$ cat src/rtl/sys_bus_pkg.sv
// Shared types for system bus initiators:
// FSM states, bus widths and command/response bundles.
package sys_bus_pkg;

    localparam int SYS_AW = 32;
    localparam int SYS_DW = 32;
    localparam int SYS_SW = 4;

    typedef enum logic [1:0] {
        IDLE,
        STROBE,
        WAIT,
        RESP
    } sys_bus_state_t;

    typedef struct packed {
        logic              we;
        logic [SYS_AW-1:0] addr;
        logic [SYS_DW-1:0] wdata;
        logic [SYS_SW-1:0] sel;
    } sys_cmd_t;

    typedef struct packed {
        logic [SYS_DW-1:0] rdata;
        logic              err;
        logic              timeout;
    } sys_rsp_t;

endpackage

$ cat src/rtl/sys_bus_initiator.sv
// Single-outstanding system bus initiator with a
// cycle-count watchdog and saturating statistics.
module sys_bus_initiator
    import sys_bus_pkg::*;
#(
    parameter int TIMEOUT = 255,
    parameter int CNTW    = 16
) (
    input  logic              clk_i,
    input  logic              rst_i,
    input  logic              cmd_valid_i,
    output logic              cmd_ready_o,
    input  logic              cmd_we_i,
    input  logic [SYS_AW-1:0] cmd_addr_i,
    input  logic [SYS_DW-1:0] cmd_wdata_i,
    input  logic [SYS_SW-1:0] cmd_sel_i,
    output logic              rsp_valid_o,
    input  logic              rsp_ready_i,
    output logic [SYS_DW-1:0] rsp_rdata_o,
    output logic              rsp_err_o,
    output logic              rsp_timeout_o,
    output logic [SYS_AW-1:0] sys_addr_o,
    output logic [SYS_DW-1:0] sys_wdata_o,
    output logic [SYS_SW-1:0] sys_sel_o,
    output logic              sys_wen_o,
    output logic              sys_ren_o,
    input  logic [SYS_DW-1:0] sys_rdata_i,
    input  logic              sys_err_i,
    input  logic              sys_ack_i,
    output logic              busy_o,
    output logic [CNTW-1:0]   txn_cnt_o,
    output logic [CNTW-1:0]   tmo_cnt_o
);

    // Watchdog reads 0 in the first WAIT cycle, so the
    // last permitted WAIT cycle sees TIMEOUT-1.
    localparam logic [15:0] WDOG_LAST = 16'(TIMEOUT - 1);

    sys_bus_state_t state_q, state_d;
    sys_cmd_t       cmd_q;
    sys_rsp_t       rsp_q;
    logic [15:0]    wdog_q;
    logic           wen_q, ren_q, rsp_valid_q;
    logic [CNTW-1:0] txn_q, tmo_q;

    logic accept, ack_hit, tmo_hit, rsp_done;

    always_ff @(posedge clk_i or posedge rst_i) begin
        if (rst_i) begin
            state_q <= IDLE;
        end else begin
            state_q <= state_d;
        end
    end

    always_comb begin
        state_d  = state_q;
        accept   = 1'b0;
        ack_hit  = 1'b0;
        tmo_hit  = 1'b0;
        rsp_done = 1'b0;
        unique case (state_q)
            IDLE: begin
                if (cmd_valid_i) begin
                    accept  = 1'b1;
                    state_d = STROBE;
                end
            end
            STROBE: begin
                state_d = WAIT;
            end
            WAIT: begin
                if (sys_ack_i) begin
                    ack_hit = 1'b1;
                    state_d = RESP;
                end else if (wdog_q == WDOG_LAST) begin
                    tmo_hit = 1'b1;
                    state_d = RESP;
                end
            end
            RESP: begin
                if (rsp_ready_i) begin
                    rsp_done = 1'b1;
                    state_d  = IDLE;
                end
            end
            default: state_d = IDLE;
        endcase
    end

    always_ff @(posedge clk_i or posedge rst_i) begin
        if (rst_i) begin
            cmd_q  <= '0;
            wen_q  <= 1'b0;
            ren_q  <= 1'b0;
            wdog_q <= '0;
        end else begin
            wen_q <= accept & cmd_we_i;
            ren_q <= accept & ~cmd_we_i;
            if (accept) begin
                cmd_q.we    <= cmd_we_i;
                cmd_q.addr  <= cmd_addr_i;
                cmd_q.wdata <= cmd_wdata_i;
                cmd_q.sel   <= cmd_sel_i;
            end
            if (state_q == STROBE) begin
                wdog_q <= '0;
            end else if (state_q == WAIT) begin
                wdog_q <= wdog_q + 16'd1;
            end
        end
    end

    always_ff @(posedge clk_i or posedge rst_i) begin
        if (rst_i) begin
            rsp_q       <= '0;
            rsp_valid_q <= 1'b0;
            txn_q       <= '0;
            tmo_q       <= '0;
        end else begin
            if (ack_hit) begin
                rsp_q.rdata   <= cmd_q.we ? '0 : sys_rdata_i;
                rsp_q.err     <= sys_err_i;
                rsp_q.timeout <= 1'b0;
            end else if (tmo_hit) begin
                rsp_q.rdata   <= '0;
                rsp_q.err     <= 1'b1;
                rsp_q.timeout <= 1'b1;
            end
            if (ack_hit || tmo_hit) begin
                rsp_valid_q <= 1'b1;
            end else if (rsp_done) begin
                rsp_valid_q <= 1'b0;
            end
            if (tmo_hit && !(&tmo_q)) begin
                tmo_q <= tmo_q + CNTW'(1);
            end
            if (rsp_done && !(&txn_q)) begin
                txn_q <= txn_q + CNTW'(1);
            end
        end
    end

    assign cmd_ready_o   = (state_q == IDLE);
    assign busy_o        = (state_q != IDLE);
    assign rsp_valid_o   = rsp_valid_q;
    assign rsp_rdata_o   = rsp_q.rdata;
    assign rsp_err_o     = rsp_q.err;
    assign rsp_timeout_o = rsp_q.timeout;
    assign sys_addr_o    = cmd_q.addr;
    assign sys_wdata_o   = cmd_q.wdata;
    assign sys_sel_o     = cmd_q.sel;
    assign sys_wen_o     = wen_q;
    assign sys_ren_o     = ren_q;
    assign txn_cnt_o     = txn_q;
    assign tmo_cnt_o     = tmo_q;

endmodule

$ cat config.mk
export PLATFORM = sky130hd
export DESIGN_NAME = sys_bus_initiator
export DESIGN_NICKNAME = d
export VERILOG_FILES = /design/src/rtl/sys_bus_pkg.sv /design/src/rtl/sys_bus_initiator.sv
export SDC_FILE = /design/constraint.sdc
export NUM_CORES = 1
export LEC_CHECK = 0
export ABC_AREA = 0
export CAP_MARGIN = 25
export CORE_UTILIZATION = 46
export CTS_BUF_LIST = sky130_fd_sc_hd__clkbuf_4 sky130_fd_sc_hd__clkbuf_8
export DETAILED_ROUTE_END_ITERATION = 8
export PLACE_DENSITY = 0.82
export SLEW_MARGIN = 15
export SYNTH_ARGS = -nofsm -noshare
export SYNTH_HDL_FRONTEND = slang
export SYNTH_SLANG_ARGS = --single-unit
$ cat constraint.sdc
create_clock -name clk_i -period 7.15 [get_ports clk_i]
set_clock_uncertainty 0.05 [all_clocks]
set_input_delay 1.7875 -clock clk_i [delete_from_list [all_inputs] [get_ports clk_i]]
set_output_delay 1.7875 -clock clk_i [all_outputs]
set_load 0.005 [all_outputs]
# --- Word-level counts from Yosys, hierarchy flattened ---
# Index checks and enable logic that the tools add are counted.
totals:
  register_bits: 156
  in_bits: 107
  out_inout_bits: 139
classes:
  addsub: 3
  eq_ne: 7
  muxes: 21
  bitwise: 3
  reduce_logical: 13
ops:
  columns: ["cell", "n"]
  rows:
  - ["34-bit 2-to-1 mux", 2]
  - ["16-bit by 1-bit adder with 16-bit output (second input constant)", 3]
  - ["16-bit 2-to-1 mux", 2]
  - ["32-bit 2-to-1 mux", 1]
  - ["16-bit AND reduction", 2]
  - ["16-bit by 8-bit equality test with 1-bit output (second input constant)", 1]
  - ["1-bit 2-to-1 mux", 11]
  - ["2-bit 2-to-1 mux", 4]
  - ["2-bit one-hot mux with 4 select lines", 1]
  - ["2-bit nonzero test", 4]
  - ["2-bit equality test (second input constant)", 2]
  - ["2-bit != test (second input constant)", 2]
  - ["3-bit != test (second input constant)", 1]
  - ["3-bit AND reduction", 1]
  - ["1-bit AND", 2]
  - ["2-bit by 1-bit equality test with 1-bit output (second input constant)", 1]
  - ["1-bit logical AND", 2]
  - ["1-bit zero test", 2]
  - ["2-bit zero test", 1]
  - ["1-bit logical OR", 1]
  - ["1-bit inverter", 1]

# --- Logic depth before layout (Yosys ltp) ---
# Gate-level depths: netlist of the first run.
logic_depth:
  depth_word: 6
  depth_mapped: 7
  depth_no_buf: 7

# --- Least setup slack after synthesis of the first run ---
# OpenSTA, ideal clock, no wires.
synth_path:
  path_kind: "input to register"
  start: "in sys_ack_i"
  end: "reg tmo_q[12], in the netlist tmo_cnt_o[12]"
  setup_ns: 0.128
  arrival_ns: 2.746
  slack_ns: 4.227
  path_stages: 4
  n_path_buf: 0
  cell_sequence: "nor2b_1 > nand2_1 > nor4_1 > mux2_1"
synth_via:
  elab_chain_len: 3
synth_rtl:
  columns: ["item", "line_no", "source"]
  rows:
  - ["start, declared", "sys_bus_initiator.sv:29", "input logic sys_ack_i,"]
  - ["1-bit 2-to-1 mux", "sys_bus_initiator.sv:73", "if (sys_ack_i) begin"]
  - ["1-bit 2-to-1 mux", "sys_bus_initiator.sv:62", "unique case (state_q)"]
  - ["1-bit logical AND", "sys_bus_initiator.sv:135", "if (tmo_hit && !(&tmo_q)) begin"]
  - ["end signal, assigned", "sys_bus_initiator.sv:136", "tmo_q <= tmo_q + CNTW'(1);"]
  - ["end, declared", "sys_bus_initiator.sv:44", "logic [CNTW-1:0] txn_q, tmo_q;"]
# No other way between the ends.
# A chain may end at the register's enable or synchronous reset.

# --- Worst setup path in the final report of the first run ---
layout_path:
  start: "reg state_q[0]"
  end: "out busy_o"
layout_via:
  elab_chain_len: 1
layout_rtl:
  columns: ["item", "line_no", "source"]
  rows:
  - ["start, declared", "sys_bus_initiator.sv:39", "sys_bus_state_t state_q, state_d;"]
  - ["start signal, assigned", "sys_bus_initiator.sv:52", "state_q <= state_d;"]
  - ["2-bit nonzero test", "sys_bus_initiator.sv:145", "assign busy_o = (state_q != IDLE);"]
  - ["end, declared", "sys_bus_initiator.sv:30", "output logic busy_o,"]
# No other way between the ends.

==> flow_metrics.py, run 1 <==
metrics = {
    "sta": {
        "hold_violations": 0,
        "worst_slack_ps": 3456,
        "min_period_over_period_pct": 51.67,
        "finalSetupViolCount": 0,
        "max_freq_mhz": 270.7,
        "rsz0062_at_grt": "no",
        "period_needed_ps": 3694,
        "drv_slew": 0,
        "tightest_slew_ps": 933.5,
        "fin_hold_ws_ps": 432.0,
        "setup_tns_ps": 0,
        "slew_headroom_pct": 37.77,
    },
    "clock_tree": {
        "cts.path.max_buffers": 2,
        "htreeDepth": 4,
        "clkSinkCount": 156,
        "clk_latency_ps": 450,
        "clk_pin_slew_ps": 80,
        "cts.repair.resized": 0,
        "cts-hold-fix-buffers": 0,
        "cts_tree": "done",
        "cts_buffers": 17,
        "post_cts_buffers": 0,
        "cts-root-buf": "clkbuf_8",
    },
    "detailed_routing": {
        "drc": 0,
        "top_layer_used": "met5",
        "routed_wl_um": 16640,
        "vias": 4761,
        "firstDrtPassIters": 5,
        "route.met2.wl_um": 8207,
        "drt_iter0_drc": 286,
        "routed_via_density": 5.141,
        "met1_length_um": 6593,
        "ant_nets": 0,
        "wl_per_cell_um": 17.97,
        "dr_wl_met3_um": 1333,
    },
    "synth": {
        "yosys.area.top_type": "dfrtp_1",
        "ys.flop_type": "dfrtp_1",
        "seq_area_frac_synth_pct": 57.06,
        "synth_top_cells_by_area": "dfrtp_1 57%, mux2_2 11%, buf_4 7.5%, a22o_1 4.1%, xor2_1 2.8%",
        "ys.warnings.count": 0,
        "syn_avg_cell_area_um2": 12.53,
        "synth_top_cell_area_share_pct": 57.06,
        "syn-instance-count": 546,
        "netlist_area_um2": 6842,
        "synth_edf_count": 0,
        "syn-num-nets": 662,
        "ys_ff_latch": 156,
        "synth.distinct_cells": 43,
        "ys_async_sr_fraction_pct": 100.0,
        "synthTopCellsByCount": "156 x dfrtp_1, 69 x mux2_2, 68 x buf_4, 32 x a22o_1, 30 x nand2_1",
        "yosysMostFrequentCell": "dfrtp_1",
    },
    "setup_path": {
        "criticalPathCategory": "reg -> out",
        "reg2reg_depth": 5,
        "cpPeakStageDelay_ps": 520,
        "cp_slowest_cell": "clkdlybuf4s50_1",
        "path_buf_inv": 3,
        "r2r-start": "wdog_q[8]$_DFFE_PP0P_",
        "critPathArrivalTime_ps": 1860,
        "r2r_slack_ps": 4530,
        "path_max_fanout": 4,
        "worstPathRequired_ps": 5310,
        "worstPathCellList": "inv_1 -> ha_1 -> inv_1 -> clkdlybuf4s50_1",
        "path_delay_family": "buffers and inverters",
        "rr_endpoint": "tmo_cnt_o[14]$_DFFE_PP0P_",
        "crit_top_cell": "inv_1",
        "end_kind": "output pin",
        "startpoint_type": "flop",
    },
    "placed_design": {
        "dpl_cell_area_um2": 9002,
        "place_congestion": 0.8320,
        "port-buffer-count": 245,
        "place_ws_ps": 3354,
        "dp_hpwl_um": 12180,
    },
    "layout": {
        "drive_gt1_share_pct": 15.09,
        "fin_area_um2": 9393,
        "num-nets-final": 845,
        "multi_input_area_um2": 2340,
        "utilization_pct": 64.63,
        "seq_area_um2": 3904,
        "fill_cells": 1059,
        "area_growth_pct": 37.29,
        "diodes": 0,
    },
    "run": {
        "drv_cap": 0,
    },
    "min_path": {
        "hold_end": "rsp_valid_o$_DFFE_PP0P_",
        "min_path_cells": 2,
        "min_from": "rsp_valid_o$_DFFE_PP0P_",
        "worstHoldPathType": "reg -> reg",
    },
    "grt": {
        "antenna_found_initial": 1,
        "grt_pass1_wl_um": 24700,
        "grt_max_degree": 99,
        "grt_pass1_vias": 4715,
        "grt_usage_pct": 21.60,
        "overflow": 0,
    },
    "die": {
        "ios": 246,
        "die_h_um": 124.0,
        "die_area_um2": 15360,
        "core_um2": 14530,
        "rows": 44,
        "start_util_pct": 47.07,
        "fp.dieW_um": 124.0,
    },
    "power_and_ir_drop": {
        "p_leak_nw": 4.107,
        "power.density_nw_per_um2": 362.3,
        "ir_drop_uv": 146.8,
    },
    "run_status": {
        "status": "finished clean",
    },
}
[metal layers]
metal	global-route usage (%)	vias to the layer above
met1	25.50	2339
met2	36.08	186
met4	8.557	2
li1	-	2195
met5	0	-
met3	7.463	39
[cell families (layout without fill, tap and decap cells)]
logic type | Yosys count | in the layout | share of synthesized area [%]
compound gates | 52 | 52 | 5.944
flops | 156 | 156 | 57.06
xor+xnor | 38 | 38 | 4.865
mux | 74 | 74 | 12.14
buf+inv | 95 | 291 | 8.943
fa+ha+maj | 9 | 9 | 1.646
simple gates | 122 | 122 | 9.400
[flip-flops by register name, indices dropped and copies added (netlist names)]
signal	count
txn_cnt_o	16
sys_wdata_o	32
state_q	2
sys_addr_o	32
rsp_rdata_o	32
rsp_valid_o	1
cmd_q	1
rsp_timeout_o	1
wdog_q	16
sys_ren_o	1
sys_sel_o	4
sys_wen_o	1
tmo_cnt_o	16
rsp_err_o	1
[worst register-to-register path: stages (launching register included)]
cell and delay, ps:
dfrtp_1 440, or4_1 600, nor4_4 530, nand2_1 190, nor4_1 320, mux2_1 370
[power breakdown]
group,switching [W],total [W],internal (W)
clock,0.000319,0.000639,0.000320
sequential,0.000196,0.00140,0.00120
combinational,0.000481,0.00136,0.000883
[per-stage QoR]
step                      instances  power, W
final                           926  0.003403
after global routing            926  0.003615
after CTS                       926  0.003438
after detailed placement        894  0.002792
after global placement          893  0.002724
after floorplan                 546  0.002206
[layout make-up]
cell class | count | share of cell area, %
inverter | 11 | 0.4929
sequential | 156 | 41.56
multi-input combinational | 295 | 24.91
clock inverter | 9 | 0.9191
timing repair buffer | 248 | 26.43
tap | 184 | 2.451
clock buffer | 23 | 3.237
[worst max-delay path by stage]
stage | start | slack, ps | cells past startpoint | end
detailed placement | rst_i | 3350 | 3 | tmo_cnt_o[4]$_DFFE_PP0P_
global route | state_q[0]$_DFFE_PP0P_ | 3320 | 4 | busy_o
global placement | sys_ack_i | 3320 | 4 | rsp_rdata_o[0]$_DFFE_PP0P_
CTS | state_q[0]$_DFFE_PP0P_ | 3410 | 4 | busy_o
floorplan | rst_i | 1110 | 1 | cmd_q[68]$_DFFE_PP0P_
finish | state_q[0]$_DFFE_PP0P_ | 3460 | 4 | busy_o
[layout by cell type, fill, tap and decap left out, types with 2 or more instances in the layout]
cell,n
ha_1,9
and3_1,6
nand2b_1,3
clkinv_2,3
inv_1,10
a22o_1,32
nor2b_1,2
nand4_1,12
dfrtp_1,156
or2_2,2
and4_1,2
nor3_1,9
nor4_1,5
nand4b_1,2
mux2i_1,2
mux2_1,3
clkbuf_8,21
o31ai_1,2
xnor2_1,16
clkbuf_4,2
a21oi_1,7
nand2_1,29
nor2_1,23
clkinvlp_4,2
buf_4,2
xor2_1,22
nand3_1,16
mux2_2,69
inv_6,2
clkdlybuf4s50_1,245
or4_1,2
clkinv_4,2
o21ai_0,3
(Power assumes the default switching activity.)
==> run 2: changes to the inputs <==
--- a/config.mk
+++ b/config.mk
@@ -7,10 +7,10 @@
 export LEC_CHECK = 0
 export ABC_AREA = 0
 export CAP_MARGIN = 25
-export CORE_UTILIZATION = 46
+export CORE_UTILIZATION = 42
 export CTS_BUF_LIST = sky130_fd_sc_hd__clkbuf_4 sky130_fd_sc_hd__clkbuf_8
 export DETAILED_ROUTE_END_ITERATION = 8
-export PLACE_DENSITY = 0.82
+export PLACE_DENSITY = 0.79
 export SLEW_MARGIN = 15
 export SYNTH_ARGS = -nofsm -noshare
 export SYNTH_HDL_FRONTEND = slang
==> constraint.sdc (replaced) <==
create_clock -name clk_i -period 3.1 [get_ports clk_i]
set_clock_uncertainty 0.05 [all_clocks]
set_input_delay 0.775 -clock clk_i [delete_from_list [all_inputs] [get_ports clk_i]]
set_output_delay 0.775 -clock clk_i [all_outputs]
set_load 0.005 [all_outputs]
==> flow_metrics.py, run 2 (synthesis results as in run 1) <==
metrics = {
    "layout": {
        "multi_input_area_um2": 2340,
        "final_common_cell": "clkdlybuf4s50_1",
        "num-nets-final": 849,
        "final_cell_mix": "245 x clkdlybuf4s50_1, 156 x dfrtp_1, 69 x mux2_2, 32 x a22o_1, 29 x nand2_1",
        "fin_area_um2": 9494,
        "drive_gt1_share_pct": 15.55,
        "fill_cells": 1240,
        "area_growth_pct": 38.77,
        "seq_area_um2": 3904,
    },
    "sta": {
        "rsz0062_at_grt": "no",
        "fin_hold_ws_ps": 444.0,
        "slew_headroom_pct": 54.68,
        "setup_tns_ps": 0,
        "finalSetupViolCount": 0,
        "drv_slew": 0,
        "tightest_slew_ps": 673.6,
        "hold_violations": 0,
        "min_period_over_period_pct": 86.64,
        "max_freq_mhz": 372.3,
        "period_needed_ps": 2686,
    },
    "power_and_ir_drop": {
        "ir_drop_uv": 435.6,
        "power.density_nw_per_um2": 837.2,
        "power_w": 0.007948,
        "p_leak_nw": 4.136,
    },
    "setup_path": {
        "r2r-start": "wdog_q[8]$_DFFE_PP0P_",
        "critPathCapture": "busy_o",
        "end_kind": "output pin",
        "worstPathRequired_ps": 2270,
        "path_max_fanout": 4,
        "crit_start": "state_q[0]$_DFFE_PP0P_",
        "cp_slowest_cell": "clkdlybuf4s50_1",
        "worstPathCellList": "inv_1 -> ha_1 -> inv_1 -> clkdlybuf4s50_1",
        "criticalPathCategory": "reg -> out",
        "reg2reg_depth": 5,
        "crit_top_cell": "inv_1",
        "r2r_slack_ps": 570,
        "rr_endpoint": "tmo_cnt_o[14]$_DFFE_PP0P_",
        "critPathArrivalTime_ps": 1860,
        "cpPeakStageDelay_ps": 510,
        "startpoint_type": "flop",
    },
    "placed_design": {
        "dpl_cell_area_um2": 9089,
        "port-buffer-count": 245,
        "place_congestion": 0.8656,
        "dp_hpwl_um": 12670,
    },
    "grt": {
        "use_met1_pct": 23.66,
        "grt_pass1_wl_um": 25740,
        "grtUsageMet3_pct": 6.524,
        "grt_pass1_vias": 4887,
        "overflow": 0,
        "grt_usage_pct": 20.40,
        "grt_max_degree": 70,
        "antenna_found_initial": 1,
        "use_met2_pct": 34.44,
        "grt_busiest_layer": "met2",
    },
    "clock_tree": {
        "cts-root-buf": "clkbuf_8",
        "cts.path.max_buffers": 2,
        "htreeDepth": 4,
        "cts_tree": "done",
        "cts-hold-fix-buffers": 0,
        "cts.repair.resized": 0,
        "clkSinkCount": 156,
        "cts_buffers": 17,
        "clk_latency_ps": 450,
        "clk_pin_slew_ps": 80,
        "post_cts_buffers": 0,
    },
    "detailed_routing": {
        "firstDrtPassIters": 4,
        "wl_per_cell_um": 17.75,
        "ant_nets": 0,
        "routed_via_density": 5.028,
        "drt_iter0_drc": 318,
        "vias": 4842,
        "drc": 0,
        "routed_wl_um": 17100,
    },
    "die": {
        "ios": 246,
        "fp.dieW_um": 129.6,
        "die_h_um": 129.6,
        "start_util_pct": 43.07,
        "die_area_um2": 16800,
        "core_um2": 15890,
        "rows": 46,
    },
    "run": {
        "drv_cap": 0,
    },
    "run_status": {
        "status": "finished clean",
    },
    "min_path": {
        "worstHoldPathType": "reg -> reg",
    },
}
## run 2: worst min-delay path by stage
| stage | start | cells after the start | end |
|---|---|---|---|
| global route | rsp_rdata_o[8]$_DFFE_PP0P_ | 1 | rsp_rdata_o[8]$_DFFE_PP0P_ |
| detailed placement | rsp_rdata_o[23]$_DFFE_PP0P_ | 1 | rsp_rdata_o[23]$_DFFE_PP0P_ |
| CTS | rsp_valid_o$_DFFE_PP0P_ | 2 | rsp_valid_o$_DFFE_PP0P_ |
| finish | rsp_valid_o$_DFFE_PP0P_ | 2 | rsp_valid_o$_DFFE_PP0P_ |
| floorplan | cmd_q[68]$_DFFE_PP0P_ | 1 | cmd_q[68]$_DFFE_PP0P_ |
| global placement | rsp_valid_o$_DFFE_PP0P_ | 2 | rsp_valid_o$_DFFE_PP0P_ |
## run 2: report_power, final
group          switching (W)  total (W)  internal (W)
logic                0.00114    0.00319       0.00205
clock network       0.000732    0.00153      0.000797
registers           0.000448    0.00323       0.00278
total                0.00232    0.00795       0.00563
## run 2: through the flow
stage	util [%]	worst slack (ps)	std cells
CTS	59.75	369.1	962
global route	59.75	292.1	962
floorplan	-	302.1	546
finish	59.77	414.1	963
detailed placement	57.21	426.1	930
global placement	57.21	502.9	930
## run 2: cell type report
type / instances / area share (%)
clock inverter: 10 / 1.186
sequential: 156 / 41.12
antenna: 1 / 0.02636
inverter: 11 / 0.4744
clock buffer: 22 / 3.057
timing repair buffer: 252 / 26.65
tap: 216 / 2.847
multi-input combinational: 295 / 24.64
## run 2: layer usage
metal	vias to the layer above	part of all wire [%]
met3	37	7.0
li1	2214	-
met2	180	50
met4	0	3.0
met1	2411	40
met5	-	0
## run 2: critical path, delay by kind of cell, from the launching register on
| kind | cells | cell delay [ps] |
|---|---|---|
| buffers and inverters | 3 | 720 |
| flip-flops | 1 | 410 |
| adder cells (fa/ha/maj) | 1 | 290 |
